### src/rtl/seg7_monitor_if.sv
// Seven-segment display bus as seen by the receive-side monitor.
// The driver (master) owns seg and observes the checker results.
// The monitor (slave) samples seg and produces the decoded status.
interface seg7_monitor_if;
  logic [7:0] seg;
  logic [3:0] digit;
  logic       valid;
  logic       dp;
  logic       step;
  logic       seq_err;
  logic       bad_pat;
  logic       stall;
  logic [7:0] err_cnt;

  modport master (
    output seg,
    input  digit, valid, dp, step, seq_err, bad_pat, stall, err_cnt
  );

  modport slave (
    input  seg,
    output digit, valid, dp, step, seq_err, bad_pat, stall, err_cnt
  );
endinterface

### src/rtl/seg7_monitor.sv
// Receive-side checker for a 7-segment counter display.
// The block debounces the segment bus, decodes accepted patterns back to BCD,
// and checks that the digits follow 0..9 with wrap. Sequence breaks, illegal
// patterns and stalls raise one-cycle pulses and feed a saturating error count.
module seg7_monitor #(
  parameter int STABLE_CYC = 2,
  parameter int TIMEOUT    = 16,
  parameter bit ACTIVE_LOW = 1'b0
) (
  input  logic           clk,
  input  logic           rst,
  seg7_monitor_if.slave  bus
);

  typedef enum logic {SYNC, TRACK} state_t;

  localparam logic [3:0] STABLE    = 4'(STABLE_CYC);
  localparam logic [7:0] TIMER_MAX = 8'(TIMEOUT - 1);

  // Map a 7-bit segment pattern to {legal, bcd}.
  function automatic logic [4:0] decode(input logic [6:0] pat);
    case (pat)
      7'h3F:   decode = {1'b1, 4'd0};
      7'h06:   decode = {1'b1, 4'd1};
      7'h5B:   decode = {1'b1, 4'd2};
      7'h4F:   decode = {1'b1, 4'd3};
      7'h66:   decode = {1'b1, 4'd4};
      7'h6D:   decode = {1'b1, 4'd5};
      7'h7D:   decode = {1'b1, 4'd6};
      7'h07:   decode = {1'b1, 4'd7};
      7'h7F:   decode = {1'b1, 4'd8};
      7'h6F:   decode = {1'b1, 4'd9};
      default: decode = 5'b0;
    endcase
  endfunction

  // Polarity is normalised once so every later stage sees active-high segments.
  logic [7:0] seg_in;
  assign seg_in = ACTIVE_LOW ? ~bus.seg : bus.seg;

  // Glitch filter state.
  logic [7:0] samp;
  logic [7:0] acc;
  logic [3:0] run;
  logic [3:0] run_next;
  logic       match;
  logic       accept;

  // Checker state and registered outputs.
  state_t     state;
  logic [7:0] timer;
  logic [3:0] digit;
  logic       valid;
  logic       dp;
  logic       step;
  logic       seq_err;
  logic       bad_pat;
  logic       stall;
  logic [7:0] err_cnt;

  // Decode and next-event terms.
  logic [4:0] dec;
  logic       legal;
  logic       blank;
  logic [3:0] val;
  logic [3:0] succ;
  logic       do_step;
  logic       do_seq;
  logic       do_bad;
  logic       do_stall;

  // Run-length bookkeeping and the single acceptance strobe.
  // NOTE: every always_comb output gets a default first so no path can leave
  // it unassigned and infer a latch.
  always_comb begin
    match    = (seg_in == samp);
    run_next = 4'd1;
    if (match) begin
      run_next = (run == STABLE) ? run : run + 4'd1;
    end
    // The run must just now reach STABLE; a pattern already saturated there is
    // not accepted again, and a repeat of the last accepted pattern is ignored.
    accept = (run_next == STABLE) && (!match || (run != STABLE)) && (seg_in != acc);
  end

  // Classify the candidate pattern against the current digit and state.
  always_comb begin
    dec      = decode(seg_in[6:0]);
    legal    = dec[4];
    val      = dec[3:0];
    blank    = (seg_in[6:0] == 7'h00);
    succ     = (digit == 4'd9) ? 4'd0 : digit + 4'd1;
    do_step  = accept && legal && (state == TRACK) && (val == succ);
    do_seq   = accept && legal && (state == TRACK) && (val != succ) && (val != digit);
    do_bad   = accept && !legal && !blank;
    // An acceptance on the expiry edge takes priority over the stall.
    do_stall = !accept && (state == TRACK) && (timer == TIMER_MAX);
  end

  // Glitch filter: track the current run and remember the last accepted pattern.
  // NOTE: sequential state uses non-blocking assignments so every register
  // samples pre-edge values regardless of statement order.
  always_ff @(posedge clk or negedge rst) begin
    if (!rst) begin
      samp <= 8'h00;
      run  <= 4'd0;
      acc  <= 8'h00;
    end else begin
      samp <= seg_in;
      run  <= run_next;
      if (accept) begin
        acc <= seg_in;
      end
    end
  end

  // SYNC/TRACK checker with registered digit, flags, pulses and error count.
  always_ff @(posedge clk or negedge rst) begin
    if (!rst) begin
      state   <= SYNC;
      timer   <= 8'd0;
      digit   <= 4'd0;
      valid   <= 1'b0;
      dp      <= 1'b0;
      step    <= 1'b0;
      seq_err <= 1'b0;
      bad_pat <= 1'b0;
      stall   <= 1'b0;
      err_cnt <= 8'd0;
    end else begin
      step    <= do_step;
      seq_err <= do_seq;
      bad_pat <= do_bad;
      stall   <= do_stall;
      if ((do_seq || do_bad || do_stall) && (err_cnt != 8'hFF)) begin
        err_cnt <= err_cnt + 8'd1;
      end

      if (accept) begin
        dp    <= seg_in[7];
        timer <= 8'd0;
        if (legal) begin
          // Same digit in TRACK means only dp moved; everything else reloads.
          if ((state == SYNC) || (val != digit)) begin
            digit <= val;
          end
          valid <= 1'b1;
          state <= TRACK;
        end else begin
          // Blank and illegal both drop back to SYNC; digit keeps its old value.
          valid <= 1'b0;
          state <= SYNC;
        end
      end else if (state == TRACK) begin
        if (timer == TIMER_MAX) begin
          valid <= 1'b0;
          state <= SYNC;
          timer <= 8'd0;
        end else begin
          timer <= timer + 8'd1;
        end
      end
    end
  end

  assign bus.digit   = digit;
  assign bus.valid   = valid;
  assign bus.dp      = dp;
  assign bus.step    = step;
  assign bus.seq_err = seq_err;
  assign bus.bad_pat = bad_pat;
  assign bus.stall   = stall;
  assign bus.err_cnt = err_cnt;

endmodule

### src/flat_wrapper.sv
// flat-port wrapper written by rule: the top's interface ports become plain ports
module seg7_monitor_flat 
#(
  parameter int STABLE_CYC = 2,
  parameter int TIMEOUT    = 16,
  parameter bit ACTIVE_LOW = 1'b0
)
  (clk, rst, bus_seg, bus_digit, bus_valid, bus_dp, bus_step, bus_seq_err, bus_bad_pat, bus_stall, bus_err_cnt);
  seg7_monitor_if bus_i ();
  input  logic clk;
  input  logic rst;
  input wire logic [$bits(bus_i.seg)-1:0] bus_seg;
  output wire logic [$bits(bus_i.digit)-1:0] bus_digit;
  output wire logic [$bits(bus_i.valid)-1:0] bus_valid;
  output wire logic [$bits(bus_i.dp)-1:0] bus_dp;
  output wire logic [$bits(bus_i.step)-1:0] bus_step;
  output wire logic [$bits(bus_i.seq_err)-1:0] bus_seq_err;
  output wire logic [$bits(bus_i.bad_pat)-1:0] bus_bad_pat;
  output wire logic [$bits(bus_i.stall)-1:0] bus_stall;
  output wire logic [$bits(bus_i.err_cnt)-1:0] bus_err_cnt;
  assign bus_i.seg = bus_seg;
  assign bus_digit = bus_i.digit;
  assign bus_valid = bus_i.valid;
  assign bus_dp = bus_i.dp;
  assign bus_step = bus_i.step;
  assign bus_seq_err = bus_i.seq_err;
  assign bus_bad_pat = bus_i.bad_pat;
  assign bus_stall = bus_i.stall;
  assign bus_err_cnt = bus_i.err_cnt;
  seg7_monitor #(.STABLE_CYC(STABLE_CYC), .TIMEOUT(TIMEOUT), .ACTIVE_LOW(ACTIVE_LOW)) u_core (.clk(clk), .rst(rst), .bus(bus_i));
endmodule
### config.mk
export PLATFORM = sky130hd
export DESIGN_NAME = seg7_monitor_flat
export DESIGN_NICKNAME = d
export VERILOG_FILES = /design/src/rtl/seg7_monitor_if.sv /design/src/rtl/seg7_monitor.sv /design/src/flat_wrapper.sv
export SDC_FILE = /design/constraint.sdc
export NUM_CORES = 1
export LEC_CHECK = 0
export ABC_AREA = 1
export CAP_MARGIN = 10
export CORE_UTILIZATION = 40
export DETAILED_ROUTE_END_ITERATION = 16
export GPL_ROUTABILITY_DRIVEN = 0
export PLACE_DENSITY = 0.58
export SETUP_SLACK_MARGIN = 0.1
export SLEW_MARGIN = 0
export SYNTH_ARGS = -nofsm -noshare
export SYNTH_HDL_FRONTEND = slang
export SYNTH_SLANG_ARGS = --single-unit
### constraint.sdc
create_clock -name clk -period 2.2 [get_ports clk]
set_input_delay 0.33 -clock clk [delete_from_list [all_inputs] [get_ports clk]]
set_output_delay 0.33 -clock clk [all_outputs]
set_load 0.1 [all_outputs]
==> qor_table.md, run 1 <==
| Item | This run |
|:---|:---|
| Endpoint of the worst setup timing path | u_core.bus.err_cnt[7]$_DFFE_PN0P_ |
| Post-route antenna net violation count | 0 |
| Adder-cell area share of the yosys netlist | 1.81% |
| Clock buffers created by TritonCTS | 5 |
| Post-route design area | 3530 sq um |
| Synthesis-stage register bit count | 46 |
| Post-synthesis instance total | 369 |
| Total wire length after detailed routing | 5870 microns |
| Final net count | 452 |
| Ratio of total power to cell area | 554 nW/um^2 |
| Clock-pin slew on the worst setup and hold paths | 100 ps |
| Critical path launch point type | flop |
| Sum of overflow across all layers after global routing | 0 |
| Root Driver | sky130_fd_sc_hd__clkbuf_8 |
| Cell Area, Synth | 2760 sq um |
| Clock sink count | 46 |
| Pin count of the biggest net entering global routing | 47 |
| Placeable core area | 6490 sq um |
| Worst-case register-to-register setup slack | 230 ps |
| Reg-to-reg critical path startpoint | u_core.run[0]$_DFF_PN0_ |
| Most used cell along the critical path | sky130_fd_sc_hd__nand2_1 |
| DRT iter0 DRCs | 113 |
| Power, Total | 1950 uW |
| Count of buffers from port buffering | 27 |
| Count of flip-flops with a built-in enable after synthesis | 0 |
| CTS max path bufs | 2 |
| Portion of the post-synthesis area used by sequential elements | 41.7% |
| Setup skew after layout | 10.2 ps |
| Final setup fails | 0 |
| Antenna violations before repair | 0 |
| WL per Instance | 11.4 microns |
| Number of global-route vias before repair | 2356 |
| Number of hold-slack violations in the final timing report | 0 |
| Type of the tightest min-delay check | input port to flop |
| Fin util | 54.3% |
| Path type of the worst setup path | flop to flop |
| Most used cells in the layout excluding fill and tap cells | sky130_fd_sc_hd__nand2_1 (114), sky130_fd_sc_hd__buf_4 (54), sky130_fd_sc_hd__inv_1 (44) |
| Total Die Area | 7230 sq um |
| Area fraction in compound gates after synthesis | 4.90% |
| Leakage power figure | 0.00181 uW |
| Number of core rows | 29 |
| XOR/XNOR Fraction of Synth Area | 6.67% |
| Endpoint kind of the worst setup timing path | flop |
| Portion of netlist area occupied by mux cells | 0% |
| First-pass detailed-route iteration total | 4 |
| Avg Vias per Cell | 4.66 |
| Worst EP arrival | 2170 ps |
| Number of cells on the worst reg-to-reg path | 16 |
| Average cell area after synthesis | 7.47 sq um |
| Fill cells | 640 |
| Floorplan die width | 85.0 microns |
| Distinct cells, synth | 28 |
| Ports placed on the boundary | 28 |
| Fraction of synthesis flops using an asynchronous set or reset pin | 100% |
| Insertion delay of the later-clocked pin in the worst-skew pair | 300 ps |
| Crit Path Max Fanout | 8 |
| Launch point of the critical path | u_core.run[0]$_DFF_PN0_ |
| Cell type of the slowest stage on the worst timing path | sky130_fd_sc_hd__dfrtp_1 |
| Area after DPL | 3270 sq um |
| Overall Global Routing Usage | 18.0% |
| Initial standard-cell utilization of the core | 42.5% |
| Count of placed standard cells in the final layout, fillers left out | 516 |
| Syn_nets | 383 |
| Worst slew slack as a fraction of its limit | 74.9% |
| Endpoint of the lowest-slack register-to-register path | u_core.bus.err_cnt[7]$_DFFE_PN0P_ |
| Synth Area in Simple Gates | 36.5% |
| CP required | 2400 ps |
| Detailed placement HPWL | 4240 microns |
| Crit path largest cell delay | 410 ps |
| Vias after detailed routing | 2405 |
| Diode insertion count for antenna repair | 0 |
| Top FF cell, synth | sky130_fd_sc_hd__dfrtp_1 |
| Number of pins with negative max-slew slack in the final report | 0 |
| TritonCTS clock tree | yes |
| Die boundary height | 85.0 microns |
| Final critical-path required period | 1970 ps |
| FMAX | 0.508 GHz |
| # Max-Cap Violations | 0 |
| Most common cell after layout, fill and taps aside | sky130_fd_sc_hd__nand2_1 |
| Area growth syn-to-layout | 27.9% |
| Final total negative setup slack | 0 ps |
| Global-route wire length before repair | 10600 microns |
| Crit share post-route | 89.5% |
| Drt drc | 0 |
| CTS H-Tree Depth | 2 |
| Layout cell share with drive strength beyond 1 | 25.7% |
| Status | complete, no violations |
| Peak supply drop | 0.295 mV |
| Synth Warn # | 0 |
| Critical path cell sequence | buf_4, ha_1, inv_1, nand2_1, nand3_2, nand3_4, inv_1, nand2_1, nor2_2, nand3b_1, nand2_1, inv_2, nand2_4, nand2_4, nand2_1, nand2_1 |
| Dpl cells | 497 |
| Setup repair after global routing missed its margin | true |
| Pin slew with the least headroom to its limit | 373 ps |
| Largest family of logic cells by synthesized area | simple AND/OR/NAND/NOR gates |
area by class of cell:
cell class	count	area, sq um	share of cell area [%]
multi-input cells	267	1430	40.7
flip-flops and latches	46	1160	32.9
repair buffers	65	523	14.8
inverters	53	199	5.64
well taps	77	96.3	2.73
clock buffers	5	68.8	1.95
clock inverters	3	45.0	1.28
through the flow:
stage | hold slack [ps] | setup WS, ps
floorplan | 34.4 | 246
global placement | 336 | -264
detailed placement | 336 | -292
CTS | 407 | 114
global route | 257 | 65.1
finish | 249 | 230
sequential cells by signal (all words and copies together), names as in the netlist, 4 cells and up:
| register | cells |
|---|---|
| u_core.samp | 8 |
| u_core.bus.err_cnt | 8 |
| u_core.run | 4 |
| u_core.timer | 8 |
| u_core.bus.digit | 4 |
| u_core.acc | 7 |
where the power goes:
group	leakage, uW	switching [uW]	internal, uW
Sequential	0.000595	46.9	903
Combinational	0.00117	241	121
Clock	0.0000504	302	338
critical path: cells and delay by family (launching register included):
kind | cells | cell delay [ps]
AND/OR/NAND/NOR | 11 | 980
flip-flops | 1 | 410
buffers and inverters | 4 | 310
adder cells (fa/ha/maj) | 1 | 190
synth_stat cells (3+ instances only):
master                    instances  area, sq um
sky130_fd_sc_hd__nand2_2          9         56.3
sky130_fd_sc_hd__xor2_1          11         96.3
sky130_fd_sc_hd__xnor2_1         10         87.6
sky130_fd_sc_hd__nand4_1          6         37.5
sky130_fd_sc_hd__nand2_4          4         45.0
sky130_fd_sc_hd__nand2_1        115          432
sky130_fd_sc_hd__inv_2            6         22.5
sky130_fd_sc_hd__inv_1           46          173
sky130_fd_sc_hd__nor3_1           3         15.0
sky130_fd_sc_hd__ha_1             4         50.1
sky130_fd_sc_hd__nand3_1         33          165
sky130_fd_sc_hd__nor2_1          31          116
sky130_fd_sc_hd__dfrtp_1         46         1150
sky130_fd_sc_hd__nor2_2           6         37.5
sky130_fd_sc_hd__o21ai_0         19         95.1
how the worst min path moves through the flow:
stage | cells past startpoint | to | start | slack [ps]
finish | 1 | u_core.samp[5]$_DFF_PN0_ | bus_seg[5] | 250
global route | 1 | u_core.samp[5]$_DFF_PN0_ | bus_seg[5] | 260
CTS | 1 | u_core.samp[3]$_DFF_PN0_ | bus_seg[3] | 410
detailed placement | 2 | u_core.run[2]$_DFF_PN0_ | rst | 340
global placement | 2 | u_core.run[2]$_DFF_PN0_ | rst | 340
floorplan | 0 | u_core.acc[0]$_DFFE_PN0N_ | rst | 30
kinds of logic after synthesis:
kind of cell,after synthesis
AO/OA/AOI/OAI,25
XOR/XNOR,21
adder cells (fa/ha/maj),4
buffers and inverters,57
flip-flops,46
AND/OR/NAND/NOR,216
metal layers:
layer | vias to the layer above | GRT usage, % | part of all wire [%]
met3 | 4 | 2.63 | 2.3
li1 | 1289 | - | -
met1 | 1084 | 24.5 | 50
met4 | 0 | 4.01 | 0.80
met2 | 28 | 30.3 | 47
met5 | - | 0 | 0
repair_timing:
| item | in CTS | in global routing |
|---|---|---|
| gates resized for setup | 5 | 20 |
| hold endpoints to repair | 8 | 0 |
| endpoints found under the setup margin | 12 | 20 |
| pin swaps | 0 | 7 |
| hold buffers | 1 | 0 |
| cloned | 0 | 1 |
| setup buffers | 1 | 8 |
Power figures use the tool's default switching activity.
==> inputs of run 2 (changes only) <==
Settings changed: CELL_PAD_IN_SITES_DETAIL_PLACEMENT from default to 1, CELL_PAD_IN_SITES_GLOBAL_PLACEMENT from default to 1, PLACE_DENSITY 0.58 to 0.75.
==> qor_table.md, run 2 (same netlist as run 1, synthesis figures left out) <==
| Item | This run | vs previous |
|:---|:---|:---|
| Endpoint kind of the worst setup timing path | flop |  |
| Placeable core area | 6490 sq um | unchanged |
| Power, Total | 1880 uW | -3.5% |
| Total wire length after detailed routing | 7290 microns | +24% |
| Post-route antenna net violation count | 0 | unchanged |
| Detailed placement HPWL | 5440 microns | +28% |
| Number of global-route vias before repair | 2577 | +9.4% |
| Worst EP arrival | 2220 ps | +50 ps |
| Sum of overflow across all layers after global routing | 0 | unchanged |
| Ports placed on the boundary | 28 | unchanged |
| Most used cells in the layout excluding fill and tap cells | sky130_fd_sc_hd__nand2_1 (112), sky130_fd_sc_hd__buf_4 (51), sky130_fd_sc_hd__inv_1 (42) |  |
| Antenna violations before repair | 0 | unchanged |
| Pin count of the biggest net entering global routing | 22 | -53% |
| Critical path launch point type | input port |  |
| Floorplan die width | 85.0 microns | unchanged |
| Failing checks | hold timing |  |
| Path type of the worst setup path | input port to flop |  |
| Die boundary height | 85.0 microns | unchanged |
| Final total negative setup slack | 0 ps | unchanged |
| Launch point of the critical path | bus_seg[2] |  |
| DRT iter0 DRCs | 68 | -40% |
| Hold slack final | -11.5 ps | -261 ps |
| Most common cell after layout, fill and taps aside | sky130_fd_sc_hd__nand2_1 |  |
| Insertion delay of the later-clocked pin in the worst-skew pair | 290 ps | about the same |
| Leakage power figure | 0.00180 uW | -0.56% |
| Drt drc | 0 | unchanged |
| Diode insertion count for antenna repair | 0 | unchanged |
| # Max-Cap Violations | 0 | unchanged |
| Clock sink count | 46 | unchanged |
| WL per Instance | 14.2 microns | +25% |
| Layout cell share with drive strength beyond 1 | 29.3% | +3.6 points |
| Number of cells on the worst reg-to-reg path | 16 | unchanged |
| CTS max path bufs | 2 | unchanged |
| Endpoint of the lowest-slack register-to-register path | u_core.bus.err_cnt[3]$_DFFE_PN0P_ |  |
| FMAX | 0.491 GHz | -3.3% |
| Peak supply drop | 0.227 mV | -23% |
| Final critical-path required period | 2040 ps | +67.4 ps |
| Endpoint of the worst setup timing path | u_core.bus.err_cnt[3]$_DFFE_PN0P_ |  |
| Clock-pin slew on the worst setup and hold paths | 90 ps | about the same |
| Global-route wire length before repair | 12000 microns | +12% |
| Setup repair after global routing missed its margin | false |  |
| Crit Path Max Fanout | 8 | unchanged |
| Worst-case register-to-register setup slack | 190 ps | -40 ps |
| CP required | 2390 ps | about the same |
| Pin slew with the least headroom to its limit | 499 ps | +126 ps |
| Initial standard-cell utilization of the core | 42.5% | unchanged |
| Number of hold-slack violations in the final timing report | 9 | +9 |
| Count of buffers from port buffering | 27 | unchanged |
| Final setup fails | 0 | unchanged |
| Ratio of total power to cell area | 529 nW/um^2 | -4.5% |
| TritonCTS clock tree | yes |  |
| Root Driver | sky130_fd_sc_hd__clkbuf_8 |  |
| Overall Global Routing Usage | 20.6% | +2.6 points |
| Final net count | 450 | -0.44% |
| Fin util | 54.9% | +0.60 points |
| Number of pins with negative max-slew slack in the final report | 0 | unchanged |
| CTS H-Tree Depth | 2 | unchanged |
| Avg Vias per Cell | 4.90 | +5.2% |
| Crit share post-route | 92.6% | +3.1 points |
| Reg-to-reg critical path startpoint | u_core.run[0]$_DFF_PN0_ |  |
| Vias after detailed routing | 2521 | +4.8% |
| Clock buffers created by TritonCTS | 5 | unchanged |
| Setup skew after layout | 3.51 ps | -6.72 ps |
| Worst slew slack as a fraction of its limit | 66.7% | -8.1 points |
| Area growth syn-to-layout | 29.3% |  |
| Total Die Area | 7230 sq um | unchanged |
| Number of core rows | 29 | unchanged |
| First-pass detailed-route iteration total | 4 | unchanged |
| Status | complete, but fails checks |  |
| Leading registers by flop count | u_core.bus.err_cnt x8, u_core.samp x8, u_core.timer x8 |  |
| Type of the tightest min-delay check | input port to asynchronous set/reset pin |  |
==> run 2: cell types whose count changed in the layout (fill, tap and decap cells not counted), sizes merged, moves of 2 or more <==
cell           delta
dlygate4sd2       +4
clkbuf            +2
clkinvlp          -2
clkdlybuf4s15     -3
==> run 2: metal layers <==
layer  part of all wire [%]  wire length [microns]  track usage (%)  vias to the layer above
li1                       -                      -                -                     1280
met1                     47                   3420             26.7                     1215
met2                     51                   3690             36.8                       21
met3                    1.6                    120             2.33                        5
met4                   0.78                     57             4.62                        0
met5                      0                      0                0                        -
==> run 2: worst min-delay path by stage <==
stage,endpoint,cells past startpoint,slack (ps),startpoint
floorplan,u_core.acc[0]$_DFFE_PN0N_,0,30,rst
global placement,u_core.run[2]$_DFF_PN0_,1,330,rst
detailed placement,u_core.run[2]$_DFF_PN0_,1,330,rst
CTS,u_core.run[2]$_DFF_PN0_,1,6,rst
global route,u_core.bus.dp$_DFFE_PN0N_,1,20,rst
finish,u_core.run[2]$_DFF_PN0_,1,-10,rst
==> run 2: worst max-delay path, stage by stage <==
cell and delay [ps]:
sky130_fd_sc_hd__dlygate4sd2_1 460, sky130_fd_sc_hd__inv_1 110, sky130_fd_sc_hd__nand2_1 80, sky130_fd_sc_hd__nand2_1 50, sky130_fd_sc_hd__nor2_1 200, sky130_fd_sc_hd__nand2_1 130
sky130_fd_sc_hd__nor2_2 160, sky130_fd_sc_hd__nor2_4 70, sky130_fd_sc_hd__nand2_4 80, sky130_fd_sc_hd__nand2_1 80, sky130_fd_sc_hd__nand2_1 90, sky130_fd_sc_hd__inv_2 70
sky130_fd_sc_hd__nand2_4 100, sky130_fd_sc_hd__nand2_4 90, sky130_fd_sc_hd__nand2_1 80, sky130_fd_sc_hd__nand2_1 50
==> run 2: what timing repair did <==
action,4_1_cts,5_1_grt
gates resized for setup,8,42
cloned,0,1
pin swaps,0,19
hold buffers,0,0
buffers inserted,2,3
setup endpoints to repair,13,20
==> run 2: metrics by stage <==
| step | std cells | instance area, sq um | worst slack, ps |
|---|---|---|---|
| floorplan | 369 | 2770 | 246 |
| global placement | 500 | 3280 | -267 |
| detailed placement | 500 | 3280 | -335 |
| CTS | 510 | 3400 | 108 |
| global route | 514 | 3560 | 50.0 |
| finish | 514 | 3560 | 163 |
==> run 2: area by class of cell <==
cell class	instances	area, sq um
clock buffer	7	86.3
clock inverter	1	5.00
fill	808	2930
inverter	53	199
multi-input combinational	267	1520
sequential	46	1160
tap	77	96.3
timing repair buffer	63	497
==> run 2: report_power, final <==
part           switching [uW]  internal [uW]
Sequential               49.4            903
Clock                     285            254
Combinational             266            128
Total                     600           1280
==> inputs of run 3 (changes only) <==
Settings changed: CORE_UTILIZATION 40 to 42, PLACE_DENSITY 0.75 to 0.78.
==> qor_table.md, run 3 (same netlist as run 1, synthesis figures left out) <==
| Item | This run | vs previous |
|:---|:---|:---|
| Diode insertion count for antenna repair | 0 | unchanged |
| Pin slew with the least headroom to its limit | 604 ps | +105 ps |
| Die boundary height | 83.0 microns | -2.4% |
| Leakage power figure | 0.00181 uW | +0.49% |
| Root Driver | sky130_fd_sc_hd__clkbuf_8 |  |
| Final setup fails | 0 | unchanged |
| Detailed placement HPWL | 5440 microns | about the same |
| Crit share post-route | 89.9% | -2.6 points |
| Number of hold-slack violations in the final timing report | 0 | -9 |
| Peak supply drop | 0.327 mV | +44% |
| Worst slew slack as a fraction of its limit | 59.8% | -7.0 points |
| Ratio of total power to cell area | 533 nW/um^2 | +0.81% |
| Most used cells in the layout excluding fill and tap cells | sky130_fd_sc_hd__nand2_1 (108), sky130_fd_sc_hd__buf_4 (50), sky130_fd_sc_hd__inv_1 (42) |  |
| Endpoint of the lowest-slack register-to-register path | u_core.bus.err_cnt[2]$_DFFE_PN0P_ |  |
| Leading registers by flop count | u_core.bus.err_cnt x8, u_core.samp x8, u_core.timer x8 |  |
| Initial standard-cell utilization of the core | 43.4% | +0.97 points |
| CP required | 2400 ps | about the same |
| Number of pins with negative max-slew slack in the final report | 0 | unchanged |
| Placeable core area | 6350 sq um | -2.2% |
| Type of the tightest min-delay check | input port to asynchronous set/reset pin |  |
| Ports placed on the boundary | 28 | unchanged |
| Setup repair after global routing missed its margin | false |  |
| Setup skew after layout | 12.5 ps | +8.96 ps |
| First-pass detailed-route iteration total | 4 | unchanged |
| Cell type of the slowest stage on the worst timing path | sky130_fd_sc_hd__clkdlybuf4s50_1 |  |
| Fill cells | 803 | -0.62% |
| Most used cell along the critical path | sky130_fd_sc_hd__nand2_1 |  |
| Area after DPL | 3250 sq um | -0.91% |
| Worst-case register-to-register setup slack | 240 ps | +50 ps |
| Final total negative setup slack | 0 ps | unchanged |
| Final critical-path required period | 1980 ps | -58.2 ps |
| Hold slack final | 110 ps | +122 ps |
| Overall Global Routing Usage | 21.8% | +1.2 points |
| Critical path launch point type | input port |  |
| Area growth syn-to-layout | 29.8% |  |
| TritonCTS clock tree | yes |  |
| Clock sink count | 46 | unchanged |
| Crit Path Max Fanout | 8 | unchanged |
| Global-route wire length before repair | 12200 microns | +1.6% |
| Clock-pin slew on the worst setup and hold paths | 100 ps | about the same |
| Hold buffer count at CTS | 0 | unchanged |
| Crit path largest cell delay | 540 ps | +80 ps |
| Endpoint of the worst setup timing path | u_core.bus.err_cnt[2]$_DFFE_PN0P_ |  |
| Count of buffers from port buffering | 27 | unchanged |
| Worst EP arrival | 2180 ps | -40 ps |
| Path type of the worst setup path | input port to flop |  |
| Number of global-route vias before repair | 2589 | +0.47% |
| Post-route design area | 3580 sq um | +0.42% |
| Sum of overflow across all layers after global routing | 0 | unchanged |
| Reg-to-reg critical path startpoint | u_core.run[0]$_DFF_PN0_ |  |
| Pin count of the biggest net entering global routing | 47 | +110% |
| DRT iter0 DRCs | 57 | -16% |
| Vias after detailed routing | 2589 | +2.7% |
| Total Die Area | 6890 sq um | -4.6% |
| Status | complete, no violations |  |
| Most common cell after layout, fill and taps aside | sky130_fd_sc_hd__nand2_1 |  |
| # Max-Cap Violations | 0 | unchanged |
| Power, Total | 1910 uW | +1.2% |
| Layout cell share with drive strength beyond 1 | 30.4% | +1.1 points |
| Avg Vias per Cell | 5.03 | +2.5% |
| Clock buffers created by TritonCTS | 5 | unchanged |
| Drt drc | 0 | unchanged |
| Antenna violations before repair | 0 | unchanged |
| Critical path cell sequence | clkdlybuf4s50_1, xnor2_1, nand2_1, nor2_2, nand2_2, nor2_8, nand3_4, nor2_4, nand3_4, nand2_4, nand2_8, nand2_1, nand2_1 |  |
| Number of core rows | 29 | unchanged |
| Floorplan die width | 83.0 microns | -2.4% |
| FMAX | 0.505 GHz | +2.9% |
| Insertion delay of the later-clocked pin in the worst-skew pair | 310 ps | +20 ps |
| Launch point of the critical path | bus_seg[7] |  |
| Post-route antenna net violation count | 0 | unchanged |
| Endpoint kind of the worst setup timing path | flop |  |
| Number of cells on the worst reg-to-reg path | 14 | -2 |
| Total wire length after detailed routing | 7370 microns | +1.1% |
| CTS H-Tree Depth | 2 | unchanged |
| Final net count | 451 | +0.22% |
| CTS max path bufs | 2 | unchanged |
| WL per Instance | 14.3 microns | +0.93% |
==> run 3: changes by cell type in the layout (fill, tap and decap cells not counted), sizes merged <==
cell / delta
dlymetal6s2s: +1
buf: +1
inv: +1
clkbuf: -3
clkinvlp: +1
==> run 3: area by class of cell <==
type | count | area, sq um | area share, %
timing repair buffer | 64 | 513 | 14.3
clock inverter | 3 | 25.0 | 0.699
tap | 77 | 96.3 | 2.69
multi-input combinational | 267 | 1520 | 42.3
sequential | 46 | 1160 | 32.4
inverter | 53 | 201 | 5.63
clock buffer | 5 | 68.8 | 1.92
==> run 3: stage by stage <==
stage,util (%),setup slack [ps],cells
after floorplan,-,246,369
after CTS,53.3,103,507
after global placement,51.2,-206,496
after global routing,56.4,71.9,515
final,56.4,221,515
after detailed placement,51.2,-325,496
==> run 3: worst max-delay path, delay by kind of cell <==
kind,cells,cell delay (ps)
xor gates and xnor gates,1,140
and+or+nand+nor,11,1180
buffers and inverters,1,540
==> run 3: worst min path at each step <==
stage / startpoint / cells after the start / slack [ps] / to
3_3_place_gp: rst / 2 / 460 / u_core.run[2]$_DFF_PN0_
6_report: rst / 2 / 110 / u_core.bus.bad_pat$_DFF_PN0_
4_1_cts: rst / 2 / 130 / u_core.bus.bad_pat$_DFF_PN0_
5_1_grt: rst / 2 / 170 / u_core.bus.bad_pat$_DFF_PN0_
2_1_floorplan: rst / 0 / 30 / u_core.acc[0]$_DFFE_PN0N_
3_5_place_dp: rst / 2 / 470 / u_core.run[0]$_DFF_PN0_
==> run 3: repair_timing <==
action,in CTS,in global routing
cloned,0,2
buffers inserted,3,6
resized for setup,9,43
pin swaps,2,24
setup endpoints to repair,12,18
==> run 3: routing by layer <==
| layer | part of all wire [%] | global-route usage, % | up-vias |
|---|---|---|---|
| met1 | 46 | 27.8 | 1265 |
| met2 | 51 | 38.5 | 27 |
| met4 | 1.3 | 6.27 | 0 |
| met5 | 0 | 0 | - |
| li1 | - | - | 1289 |
| met3 | 1.6 | 2.68 | 8 |
==> run 3: where the power goes <==
group          leakage, uW  switching [uW]  internal (uW)
sequential        0.000595            54.1            903
combinational      0.00117             270            133
clock            0.0000447             319            230
total              0.00181             643           1270
